==> src/rtl/atm_core_if.sv <==
// Bus bundle for atm_core: keypad/amount strobes in, result pulses and balance out.
// Strobes are valid-only (no ready): the core consumes a strobe in the cycle it is
// high only when its FSM is in the state that owns it, otherwise it is dropped.
interface atm_core_if;
  logic        tarjeta_recibida;
  logic        tipo_trans;
  logic        digito_stb;
  logic [3:0]  digito;
  logic        monto_stb;
  logic [31:0] monto;
  logic        balance_actualizado;
  logic        entregar_dinero;
  logic        pin_incorrecto;
  logic        advertencia;
  logic        bloqueo;
  logic        fondos_insuficientes;
  logic [63:0] balance;

  modport master (
    output tarjeta_recibida, tipo_trans, digito_stb, digito, monto_stb, monto,
    input  balance_actualizado, entregar_dinero, pin_incorrecto, advertencia,
           bloqueo, fondos_insuficientes, balance
  );

  modport slave (
    input  tarjeta_recibida, tipo_trans, digito_stb, digito, monto_stb, monto,
    output balance_actualizado, entregar_dinero, pin_incorrecto, advertencia,
           bloqueo, fondos_insuficientes, balance
  );
endinterface

==> src/rtl/atm_core.sv <==
// ATM controller: card insert, 4-digit PIN check with 3-strike lock, deposit/withdraw.
// All outputs are registered; dbg_state exposes the FSM state.
module atm_core #(
  parameter logic [15:0] PIN          = 16'h4756,
  parameter logic [63:0] BALANCE_INIT = 64'd5000
) (
  input  logic              clk,
  input  logic              rst,
  atm_core_if.slave         bus,
  output logic [2:0]        dbg_state
);

  typedef enum logic [2:0] {
    ESPERANDO_TARJETA = 3'd0,
    VERIFICAR_PIN     = 3'd1,
    COMPARAR          = 3'd2,
    ESPERANDO_MONTO   = 3'd3,
    BLOQUEO           = 3'd4
  } state_t;

  state_t      state_q, state_d;
  logic [15:0] pin_q, pin_d;
  logic [1:0]  dig_cnt_q, dig_cnt_d;
  logic [1:0]  att_cnt_q, att_cnt_d;
  logic [63:0] balance_q, balance_d;
  logic        bal_act_q, bal_act_d;
  logic        entregar_q, entregar_d;
  logic        pin_inc_q, pin_inc_d;
  logic        advert_q, advert_d;
  logic        bloqueo_q, bloqueo_d;
  logic        fondos_q, fondos_d;

  logic [64:0] sum;
  logic [63:0] monto_ext;

  assign monto_ext = {32'd0, bus.monto};
  assign sum       = {1'b0, balance_q} + {1'b0, monto_ext};

  always_comb begin
    state_d    = state_q;
    pin_d      = pin_q;
    dig_cnt_d  = dig_cnt_q;
    att_cnt_d  = att_cnt_q;
    balance_d  = balance_q;
    bal_act_d  = 1'b0;
    entregar_d = 1'b0;
    pin_inc_d  = 1'b0;
    fondos_d   = 1'b0;
    advert_d   = advert_q;
    bloqueo_d  = bloqueo_q;

    unique case (state_q)
      ESPERANDO_TARJETA: begin
        if (bus.tarjeta_recibida) begin
          state_d   = VERIFICAR_PIN;
          dig_cnt_d = 2'd0;
        end
      end
      VERIFICAR_PIN: begin
        if (bus.digito_stb) begin
          pin_d     = {pin_q[11:0], bus.digito};
          dig_cnt_d = dig_cnt_q + 2'd1;
          if (dig_cnt_q == 2'd3) state_d = COMPARAR;
        end
      end
      COMPARAR: begin
        dig_cnt_d = 2'd0;
        if (pin_q == PIN) begin
          state_d   = ESPERANDO_MONTO;
          att_cnt_d = 2'd0;
          advert_d  = 1'b0;
        end else begin
          pin_inc_d = 1'b1;
          att_cnt_d = att_cnt_q + 2'd1;
          // Third consecutive miss locks the card; the warning gives way to the lock.
          if (att_cnt_q == 2'd2) begin
            state_d   = BLOQUEO;
            bloqueo_d = 1'b1;
            advert_d  = 1'b0;
          end else begin
            state_d = VERIFICAR_PIN;
            if (att_cnt_q == 2'd1) advert_d = 1'b1;
          end
        end
      end
      ESPERANDO_MONTO: begin
        if (bus.monto_stb) begin
          state_d = ESPERANDO_TARJETA;
          if (!bus.tipo_trans) begin
            balance_d = sum[64] ? '1 : sum[63:0];
            bal_act_d = 1'b1;
          end else if (monto_ext <= balance_q) begin
            balance_d  = balance_q - monto_ext;
            bal_act_d  = 1'b1;
            entregar_d = 1'b1;
          end else begin
            fondos_d = 1'b1;
          end
        end
      end
      BLOQUEO: begin
        bloqueo_d = 1'b1;
      end
      default: state_d = ESPERANDO_TARJETA;
    endcase
  end

  always_ff @(posedge clk) begin
    if (rst) begin
      state_q    <= ESPERANDO_TARJETA;
      pin_q      <= 16'd0;
      dig_cnt_q  <= 2'd0;
      att_cnt_q  <= 2'd0;
      balance_q  <= BALANCE_INIT;
      bal_act_q  <= 1'b0;
      entregar_q <= 1'b0;
      pin_inc_q  <= 1'b0;
      advert_q   <= 1'b0;
      bloqueo_q  <= 1'b0;
      fondos_q   <= 1'b0;
    end else begin
      state_q    <= state_d;
      pin_q      <= pin_d;
      dig_cnt_q  <= dig_cnt_d;
      att_cnt_q  <= att_cnt_d;
      balance_q  <= balance_d;
      bal_act_q  <= bal_act_d;
      entregar_q <= entregar_d;
      pin_inc_q  <= pin_inc_d;
      advert_q   <= advert_d;
      bloqueo_q  <= bloqueo_d;
      fondos_q   <= fondos_d;
    end
  end

  assign bus.balance_actualizado  = bal_act_q;
  assign bus.entregar_dinero      = entregar_q;
  assign bus.pin_incorrecto       = pin_inc_q;
  assign bus.advertencia          = advert_q;
  assign bus.bloqueo              = bloqueo_q;
  assign bus.fondos_insuficientes = fondos_q;
  assign bus.balance              = balance_q;
  assign dbg_state                = state_q;

endmodule

==> src/flat_wrapper.sv <==
// flat-port wrapper written by rule: the top's interface ports become plain ports
module atm_core_flat 
#(
  parameter logic [15:0] PIN          = 16'h4756,
  parameter logic [63:0] BALANCE_INIT = 64'd5000
)
  (clk, rst, dbg_state, bus_tarjeta_recibida, bus_tipo_trans, bus_digito_stb, bus_digito, bus_monto_stb, bus_monto, bus_balance_actualizado, bus_entregar_dinero, bus_pin_incorrecto, bus_advertencia, bus_bloqueo, bus_fondos_insuficientes, bus_balance);
  atm_core_if bus_i ();
  input  logic clk;
  input  logic rst;
  output logic [2:0] dbg_state;
  input wire logic [$bits(bus_i.tarjeta_recibida)-1:0] bus_tarjeta_recibida;
  input wire logic [$bits(bus_i.tipo_trans)-1:0] bus_tipo_trans;
  input wire logic [$bits(bus_i.digito_stb)-1:0] bus_digito_stb;
  input wire logic [$bits(bus_i.digito)-1:0] bus_digito;
  input wire logic [$bits(bus_i.monto_stb)-1:0] bus_monto_stb;
  input wire logic [$bits(bus_i.monto)-1:0] bus_monto;
  output wire logic [$bits(bus_i.balance_actualizado)-1:0] bus_balance_actualizado;
  output wire logic [$bits(bus_i.entregar_dinero)-1:0] bus_entregar_dinero;
  output wire logic [$bits(bus_i.pin_incorrecto)-1:0] bus_pin_incorrecto;
  output wire logic [$bits(bus_i.advertencia)-1:0] bus_advertencia;
  output wire logic [$bits(bus_i.bloqueo)-1:0] bus_bloqueo;
  output wire logic [$bits(bus_i.fondos_insuficientes)-1:0] bus_fondos_insuficientes;
  output wire logic [$bits(bus_i.balance)-1:0] bus_balance;
  assign bus_i.tarjeta_recibida = bus_tarjeta_recibida;
  assign bus_i.tipo_trans = bus_tipo_trans;
  assign bus_i.digito_stb = bus_digito_stb;
  assign bus_i.digito = bus_digito;
  assign bus_i.monto_stb = bus_monto_stb;
  assign bus_i.monto = bus_monto;
  assign bus_balance_actualizado = bus_i.balance_actualizado;
  assign bus_entregar_dinero = bus_i.entregar_dinero;
  assign bus_pin_incorrecto = bus_i.pin_incorrecto;
  assign bus_advertencia = bus_i.advertencia;
  assign bus_bloqueo = bus_i.bloqueo;
  assign bus_fondos_insuficientes = bus_i.fondos_insuficientes;
  assign bus_balance = bus_i.balance;
  atm_core #(.PIN(PIN), .BALANCE_INIT(BALANCE_INIT)) u_core (.clk(clk), .rst(rst), .bus(bus_i), .dbg_state(dbg_state));
endmodule
==> config.mk <==
export PLATFORM = sky130hd
export DESIGN_NAME = atm_core_flat
export DESIGN_NICKNAME = d
export VERILOG_FILES = /design/src/rtl/atm_core_if.sv /design/src/rtl/atm_core.sv /design/src/flat_wrapper.sv
export SDC_FILE = /design/constraint.sdc
export NUM_CORES = 1
export LEC_CHECK = 0
export BUFFER_PORTS_ARGS = -buffer_cell sky130_fd_sc_hd__buf_2
export CAP_MARGIN = 10
export CORE_AREA = 2 2 119 121
export CTS_CLUSTER_DIAMETER = 60
export DETAILED_ROUTE_END_ITERATION = 12
export DIE_AREA = 0 0 121 123
export GPL_TIMING_DRIVEN = 0
export PLACE_DENSITY = 0.92
export REMOVE_ABC_BUFFERS = 1
export SYNTH_ARGS = -nofsm -noshare
export SYNTH_HDL_FRONTEND = slang
export SYNTH_SLANG_ARGS = --single-unit
==> constraint.sdc <==
create_clock -name clk -period 9 [get_ports clk]
set_input_delay 1.35 -clock clk [delete_from_list [all_inputs] [get_ports clk]]
set_output_delay 1.35 -clock clk [all_outputs]
set_load 0.01 [all_outputs]
==> out/qor.yml, run 1 <==
run_status:
  status: "completed"
die:
  dieArea_um2: 14900
  core.rowCount: 43
  die_w_um: 121
  floorplan.initialDensity_pct: 62.3
  ioPinCount: 115
  fp.coreArea_um2: 13600
  die_y_um: 123
timing:
  setup_viol: 0
  fin_worst_skew_ns: 0.00579
  setup_ws_ns: 3.64
  grt_setup_unrepaired: "false"
  post-route-period-util_pct: 59.6
  drv_slew: 0
  max_slew_margin_pct: 26.8
  fmax_mhz: 187
  timing.hold.ws_ns: 0.452
  finalSetupTns_ns: 0
  finalHoldViolations: 0
  period_minus_slack_ns: 5.36
  worst_pin_slew_ns: 1.10
synthesis:
  ys_warn_count: 0
  synthArstFlopShare_pct: 0
  yosysTopAreaCell: "dfxtp_1"
  synth-seq-area-share_pct: 21.9
  synth_seq_cells: 93
  yosysTopAreaCellShare_pct: 21.9
  synth.area.top_cells: "dfxtp_1 (22%), ha_1 (9.7%), a21oi_1 (7.5%)"
  synth-edff-count: 0
  syn_area_per_cell_um2: 7.18
  mappedNetlistArea_um2: 8490
  yosysUniqueCellTypes: 81
  synth_ff_type: "dfxtp_1"
  synthCells: 1182
route:
  drc: 0
  antenna_violating_nets_post_route: 0
  drtIter0Drc: 972
  vias: 9309
  vias_per_cell: 6.52
  drt-total-wl_um: 25800
  wire_per_inst_um: 18.1
  first_pass_iters: 6
worst_setup_path:
  worstPathRequired_ns: 9.27
  critPathKind: "in -> reg"
  start_kind: "input pin"
  cp_max_fo: 22
  arrival_ns: 5.63
  end_kind: "flop"
  rrSetupSlack_ns: 4.29
  reg2reg_depth: 14
global_routing:
  overflow: 0
  grt_pass1_wl_um: 40800
  antenna_found_initial: 0
  grt_pass1_vias: 8204
  track_usage_pct: 33.7
  grt_max_degree: 67
clock_tree:
  cts_tree: "done"
  clock_latency_ns: 0.37
  clk_pin_slew_ns: 0.08
  ctsResizeCount: 0
  cts_max_path_buffers: 2
  cts_setup_buffers: 0
  cts_sinks: 93
  root_buffer: "clkbuf_16"
  cts_buffers: 9
  h-tree-depth: 3
  cts_hold_buf: 0
finish:
  fin_area_um2: 9420
  layout-drive-gt1-share_pct: 13.2
  n_antenna_cell: 0
  nNetsFinal: 1352
  area_growth_syn_to_layout_pct: 11.0
run:
  maxCapViolCount: 0
place:
  placed_area_um2: 9100
  dp_hpwl_um: 19100
  place.gp.congestion: 0.979
  place_ws_ns: 3.34
  port_buffers: 114
power:
  irDropWorstVdd_mv: 0.0874
  leakage_uw: 0.00399
  power_density_nw_per_um2: 102
worst_hold_path:
  hold_path.class: "reg -> reg"
  hold_depth: 2
-- where the power goes --
part           leakage, uW  internal [uW]  switching [uW]
logic              0.00309           54.2            94.9
clock network     0.000145            197             198
registers         0.000750            414            2.53
total              0.00399            665             295
-- placed cells by master (no fill, tap or decap), types with 4 or more instances in the layout --
cell | Yosys | layout
a31oi_1 | 11 | 11
and2_1 | 8 | 8
a21oi_1 | 128 | 128
inv_1 | 77 | 77
a311oi_1 | 20 | 20
o31ai_1 | 26 | 26
or2_2 | 4 | 4
a22oi_1 | 5 | 5
clkbuf_16 | 0 | 9
mux2i_1 | 10 | 10
a2111oi_0 | 5 | 5
xor2_1 | 5 | 5
or3_1 | 16 | 16
and3_1 | 14 | 14
nand2b_1 | 13 | 13
a21o_1 | 10 | 10
o21bai_1 | 10 | 10
or4_1 | 4 | 4
nand3b_1 | 4 | 4
o211ai_1 | 8 | 8
nor4_1 | 20 | 20
nand3_1 | 33 | 33
nand2_1 | 112 | 112
nor3_1 | 41 | 41
dfxtp_1 | 93 | 93
a221oi_1 | 6 | 6
o21ai_0 | 64 | 64
buf_2 | 13 | 113
xnor2_1 | 34 | 34
ha_1 | 66 | 66
o21a_1 | 6 | 6
nand4_1 | 17 | 17
nor2_1 | 115 | 114
nor2b_1 | 12 | 12
nand4b_1 | 4 | 4
a211oi_1 | 22 | 22
a211o_1 | 4 | 4
o22ai_1 | 19 | 19
-- registers in the layout, summed over array words and instances, names as in the netlist --
name and count:
u_core.bus.balance_actualizado 1, u_core.bus.balance 64, u_core.bus.entregar_dinero 1, u_core.att_cnt_q 2, u_core.bus.advertencia 1, u_core.bus.fondos_insuficientes 1, u_core.pin_q 16, u_core.dig_cnt_q 2
u_core.bus.pin_incorrecto 1, u_core.dbg_state 3, u_core.bus.bloqueo 1
-- metrics by stage --
| step | power, uW | cells | utilization, % |
|---|---|---|---|
| floorplan | 522 | 1111 | - |
| global placement | 567 | 1405 | 65.8 |
| CTS | 959 | 1426 | 69.1 |
| detailed placement | 570 | 1410 | 66.9 |
| global route | 994 | 1427 | 69.2 |
| finish | 960 | 1427 | 69.2 |
-- Yosys cell counts (4+ instances only) --
library cell and number:
ha_1 66, nor4_1 20, o31ai_1 26, mux2i_1 10, buf_2 13, o21bai_1 10
and3_1 14, a311oi_1 20, nor3_1 41, buf_4 4, a22oi_1 5, o22ai_1 19
o211ai_1 8, clkbuf_1 49, nand4_1 17, a211o_1 4, a21o_1 10, inv_1 77
xnor2_1 34, a21oi_1 128, dfxtp_1 93, nand3_1 33, o21ai_0 64, or3_1 16
o21a_1 6, nand3b_1 4, and2_1 8, a31oi_1 11, a2111oi_0 5, or4_1 4
nor2b_1 12, a221oi_1 6, nand2b_1 13, or2_2 4, nor2_1 115, nand4b_1 4
nand2_1 112, a211oi_1 22, xor2_1 5
-- routing by layer --
layer / vias to the layer above / wire length, um / GRT usage (%)
li1: 4452 / - / -
met1: 4250 / 11000 / 44.8
met2: 526 / 11700 / 54.1
met3: 81 / 2250 / 5.67
met4: 0 / 857 / 14.5
met5: - / 0 / 0
-- area by class of cell --
type                       count  area (um^2)
clock buffer                   9          225
clock inverter                 7         75.1
fill                        1137         4190
inverter                      77          289
multi-input combinational    941         6040
sequential                    93         1860
tap                          180          225
timing repair buffer         120          703
-- worst max-delay path, cell delays in order --
cell and delay, ns:
buf_2 0.09, ha_1 0.15, inv_1 0.05, fa_1 0.41, a211oi_1 0.33, nor3_1 0.12, nor3_1 0.46, nor2_1 0.14
o31ai_1 0.75, a41o_1 0.82, nor2_2 0.26, buf_16 0.24, and3_1 0.18, o41ai_2 0.26
-- worst paths after layout --
kind / from / end
worst max-delay path: bus_monto[0] / u_core.bus.balance[55]
worst min-delay path: u_core.bus.bloqueo / u_core.bus.bloqueo
worst max register to register: u_core.bus.balance[0] / u_core.bus.balance[55]
worst min register to register: u_core.bus.bloqueo / u_core.bus.bloqueo
-- cells by family (layout without fill, tap and decap cells) --
| family | after synthesis | in the layout | synth area share [%] |
|---|---|---|---|
| XOR/XNOR | 39 | 39 | 4.03 |
| multiplexers | 10 | 10 | 1.18 |
| AO/OA/AOI/OAI | 390 | 390 | 30.4 |
| AND/OR/NAND/NOR | 434 | 434 | 25.1 |
| adder cells (fa/ha/maj) | 68 | 68 | 10.2 |
| flip-flops | 93 | 93 | 21.9 |
| buffers and inverters | 148 | 213 | 7.18 |
(Power assumes the default switching activity.)
==> run 2: changes to the inputs <==
--- a/config.mk
+++ b/config.mk
@@ -5,14 +5,15 @@
 export SDC_FILE = /design/constraint.sdc
 export NUM_CORES = 1
 export LEC_CHECK = 0
+export ABC_AREA = 1
 export BUFFER_PORTS_ARGS = -buffer_cell sky130_fd_sc_hd__buf_2
 export CAP_MARGIN = 10
-export CORE_AREA = 2 2 119 121
+export CORE_AREA = 2 2 147 149
 export CTS_CLUSTER_DIAMETER = 60
 export DETAILED_ROUTE_END_ITERATION = 12
-export DIE_AREA = 0 0 121 123
+export DIE_AREA = 0 0 149 151
 export GPL_TIMING_DRIVEN = 0
-export PLACE_DENSITY = 0.92
+export PLACE_DENSITY = 0.84
 export REMOVE_ABC_BUFFERS = 1
 export SYNTH_ARGS = -nofsm -noshare
 export SYNTH_HDL_FRONTEND = slang
==> constraint.sdc (replaced) <==
create_clock -name clk -period 4.6 [get_ports clk]
set_input_delay 0.69 -clock clk [delete_from_list [all_inputs] [get_ports clk]]
set_output_delay 0.69 -clock clk [all_outputs]
set_load 0.01 [all_outputs]
==> out/qor.yml, run 2 <==
run_status:
  status: "completed"  # unchanged
place:
  dp_hpwl_um: 36000  # was 19100 um
  dp.cells: 2484  # was 1410
  place_ws_ns: 0.310  # was 3.34 ns
  port_buffers: 114  # unchanged
  place.gp.congestion: 1.00  # was 0.979
synthesis:
  syn_area_per_cell_um2: 5.35  # was 7.18 um^2
  synth-seq-area-share_pct: 16.1  # was 21.9%
  synthCells: 2160  # was 1182
  yosysUniqueCellTypes: 48  # was 81
  netlist_top_cells_count: "nand2_1 (664), inv_1 (357), nor2_1 (255)"  # was a21oi_1 (128), nor2_1 (115), nand2_1 (112)
  synth_ff_type: "dfxtp_1"  # unchanged
  yosysTopAreaCell: "nand2_1"  # was dfxtp_1
  mappedNetlistArea_um2: 11600  # was 8490 um^2
  synth-edff-count: 0  # unchanged
  synth_most_common_cell: "nand2_1"  # was a21oi_1
  synthArstFlopShare_pct: 0  # unchanged
  ys_warn_count: 0  # unchanged
  yosysTopAreaCellShare_pct: 21.6  # was 21.9%
  synth_seq_cells: 93  # unchanged
  synth.area.top_cells: "nand2_1 (22%), dfxtp_1 (16%), inv_1 (12%)"  # was dfxtp_1 (22%), ha_1 (9.7%), a21oi_1 (7.5%)
route:
  vias_per_cell: 5.67  # was 6.52
  vias: 14200  # was 9309
  first_pass_iters: 6  # unchanged
  antenna_violating_nets_post_route: 0  # unchanged
  drc: 0  # unchanged
  wire_per_inst_um: 17.9  # was 18.1 um
  drt-total-wl_um: 44700  # was 25800 um
  drtIter0Drc: 1614  # was 972
finish:
  nNetsFinal: 2330  # was 1352
  layout-drive-gt1-share_pct: 8.67  # was 13.2%
  instances_no_fill: 2500  # was 1427
  n_antenna_cell: 0  # unchanged
  area_growth_syn_to_layout_pct: 8.16  # was 11.0%
  largest_reg_flops: 64  # unchanged
  final_common_cell: "nand2_1"  # was a21oi_1
  fin_util_pct: 60.0  # was 69.2%
  final_cell_mix: "nand2_1 (664), inv_1 (356), nor2_1 (255)"  # was a21oi_1 (128), nor2_1 (114), buf_2 (113)
worst_setup_path:
  path_delay_family: "simple AND/OR/NAND/NOR gates"  # was compound AO/OA/AOI/OAI gates
  crit_buf_inv: 3  # unchanged
  cp_slowest_stage_delay_ns: 0.71  # was 0.82 ns
  start_kind: "input pin"  # unchanged
  worstPathRequired_ns: 4.84  # was 9.27 ns
  critPathKind: "in -> reg"  # unchanged
  cpMaxStageDelayCell: "nor2_4"  # was a41o_1
  end_kind: "flop"  # unchanged
  crit_chain: "buf_2 -> inv_1 -> ha_1 -> nand2_1 -> nor2_1 -> nand2_1 -> inv_1 -> nand4_1 -> nand2_1 -> nor2_1 -> nor2_4 -> o21ai_1 -> o22ai_1 -> nand2_1"  # was buf_2 -> ha_1 -> inv_1 -> fa_1 -> a211oi_1 -> nor3_1 -> nor3_1 -> nor2_1 -> o31ai_1 -> a41o_1 -> nor2_2 -> buf_16 -> and3_1 -> o41ai_2
  arrival_ns: 4.24  # was 5.63 ns
  cp_max_fo: 30  # was 22
  crit_top_cell: "nand2_1"  # was nor3_1
global_routing:
  antenna_found_initial: 0  # unchanged
  grt_pass1_vias: 12500  # was 8204
  grt_max_degree: 55  # was 67
  overflow: 0  # unchanged
  grt_pass1_wl_um: 67300  # was 40800 um
  track_usage_pct: 39.2  # was 33.7%
clock_tree:
  root_buffer: "clkbuf_16"  # unchanged
  clk_pin_slew_ns: 0.09  # was 0.08 ns
  cts_sinks: 93  # unchanged
  cts_tree: "done"  # unchanged
  cts_setup_buffers: 0  # unchanged
  clock_latency_ns: 0.38  # was 0.37 ns
  ctsResizeCount: 0  # unchanged
  cts_buffers: 9  # unchanged
  cts_max_path_buffers: 2  # unchanged
  h-tree-depth: 3  # unchanged
  cts_hold_buf: 0  # unchanged
die:
  fp.coreArea_um2: 20800  # was 13600 um^2
  die_w_um: 149  # was 121 um
  die_y_um: 151  # was 123 um
  core.rowCount: 53  # was 43
  ioPinCount: 115  # unchanged
  dieArea_um2: 22500  # was 14900 um^2
  floorplan.initialDensity_pct: 55.5  # was 62.3%
power:
  power_density_nw_per_um2: 207  # was 102 nW/um^2
  irDropWorstVdd_mv: 0.200  # was 0.0874 mV
  leakage_uw: 0.00703  # was 0.00399 uW
timing:
  drv_slew: 0  # unchanged
  grt_setup_unrepaired: "false"  # unchanged
  period_minus_slack_ns: 4.00
  setup_viol: 0  # unchanged
  fin_worst_skew_ns: 0.0180  # was 0.00579 ns
  setup_ws_ns: 0.602  # was 3.64 ns
  finalSetupTns_ns: 0  # unchanged
  fmax_mhz: 250
  finalHoldViolations: 0  # unchanged
  post-route-period-util_pct: 86.9
  max_slew_margin_pct: 10.3  # was 26.8%
  worst_pin_slew_ns: 1.35  # was 1.10 ns
run:
  maxCapViolCount: 0  # unchanged
worst_hold_path:
  hold_path.class: "reg -> reg"  # unchanged
run 2: logic make-up after synthesis:
family | synth area share, %
AOI/OAI and AO/OA | 13.2
xor gates and xnor gates | 1.59
adders and majority gates | 7.49
buffers and inverters | 15.0
DFF | 16.1
and+or+nand+nor | 46.6
run 2: power by group:
| part | internal, uW | switching, uW | leakage [uW] |
|---|---|---|---|
| logic | 267 | 576 | 0.00613 |
| registers | 859 | 52.3 | 0.000751 |
| clock network | 388 | 449 | 0.000147 |
run 2: per-stage QoR:
stage / power [uW] / hold slack [ns] / area, um^2
after detailed placement: 1750 / 0.441 / 12200
after floorplan: 1490 / 0.440 / 11200
after global placement: 1720 / 0.437 / 12100
after global routing: 2710 / 0.490 / 12500
after CTS: 2560 / 0.452 / 12500
final: 2590 / 0.451 / 12500
run 2: layout make-up:
| type | count | area, um^2 |
|---|---|---|
| Inverter | 368 | 1380 |
| Clock inverter | 7 | 73.8 |
| Multi-Input combinational cell | 1631 | 7970 |
| Clock buffer | 9 | 225 |
| Timing Repair Buffer | 117 | 646 |
| Tap cell | 275 | 344 |
| Sequential cell | 93 | 1860 |
| Fill cell | 2230 | 8320 |
run 2: worst paths after layout:
check,start,to,depth (start not counted),slack [ns]
worst min-delay path,u_core.bus.bloqueo,u_core.bus.bloqueo,2,0.45
worst min register to register,u_core.bus.bloqueo,u_core.bus.bloqueo,2,0.45
worst max-delay path,bus_monto[30],u_core.bus.balance[3],14,0.60
worst max register to register,u_core.bus.balance[30],u_core.bus.balance[3],12,0.67
run 2: worst register-to-register path: cells and delay by family (launching register included):
family                   cells  cell delay, ns
flip-flops                   1            0.38
AO/OA/AOI/OAI                2            0.76
buffers and inverters        1            0.18
AND/OR/NAND/NOR              8            1.92
adder cells (fa/ha/maj)      1            0.56
run 2: metal layers:
metal | vias up | wire length, um | global-route usage (%)
li1 | 6923 | - | -
met1 | 6441 | 19500 | 54.3
met2 | 690 | 18900 | 61.4
met3 | 110 | 4550 | 5.51
met4 | 0 | 1740 | 16.0
met5 | - | 0 | 0
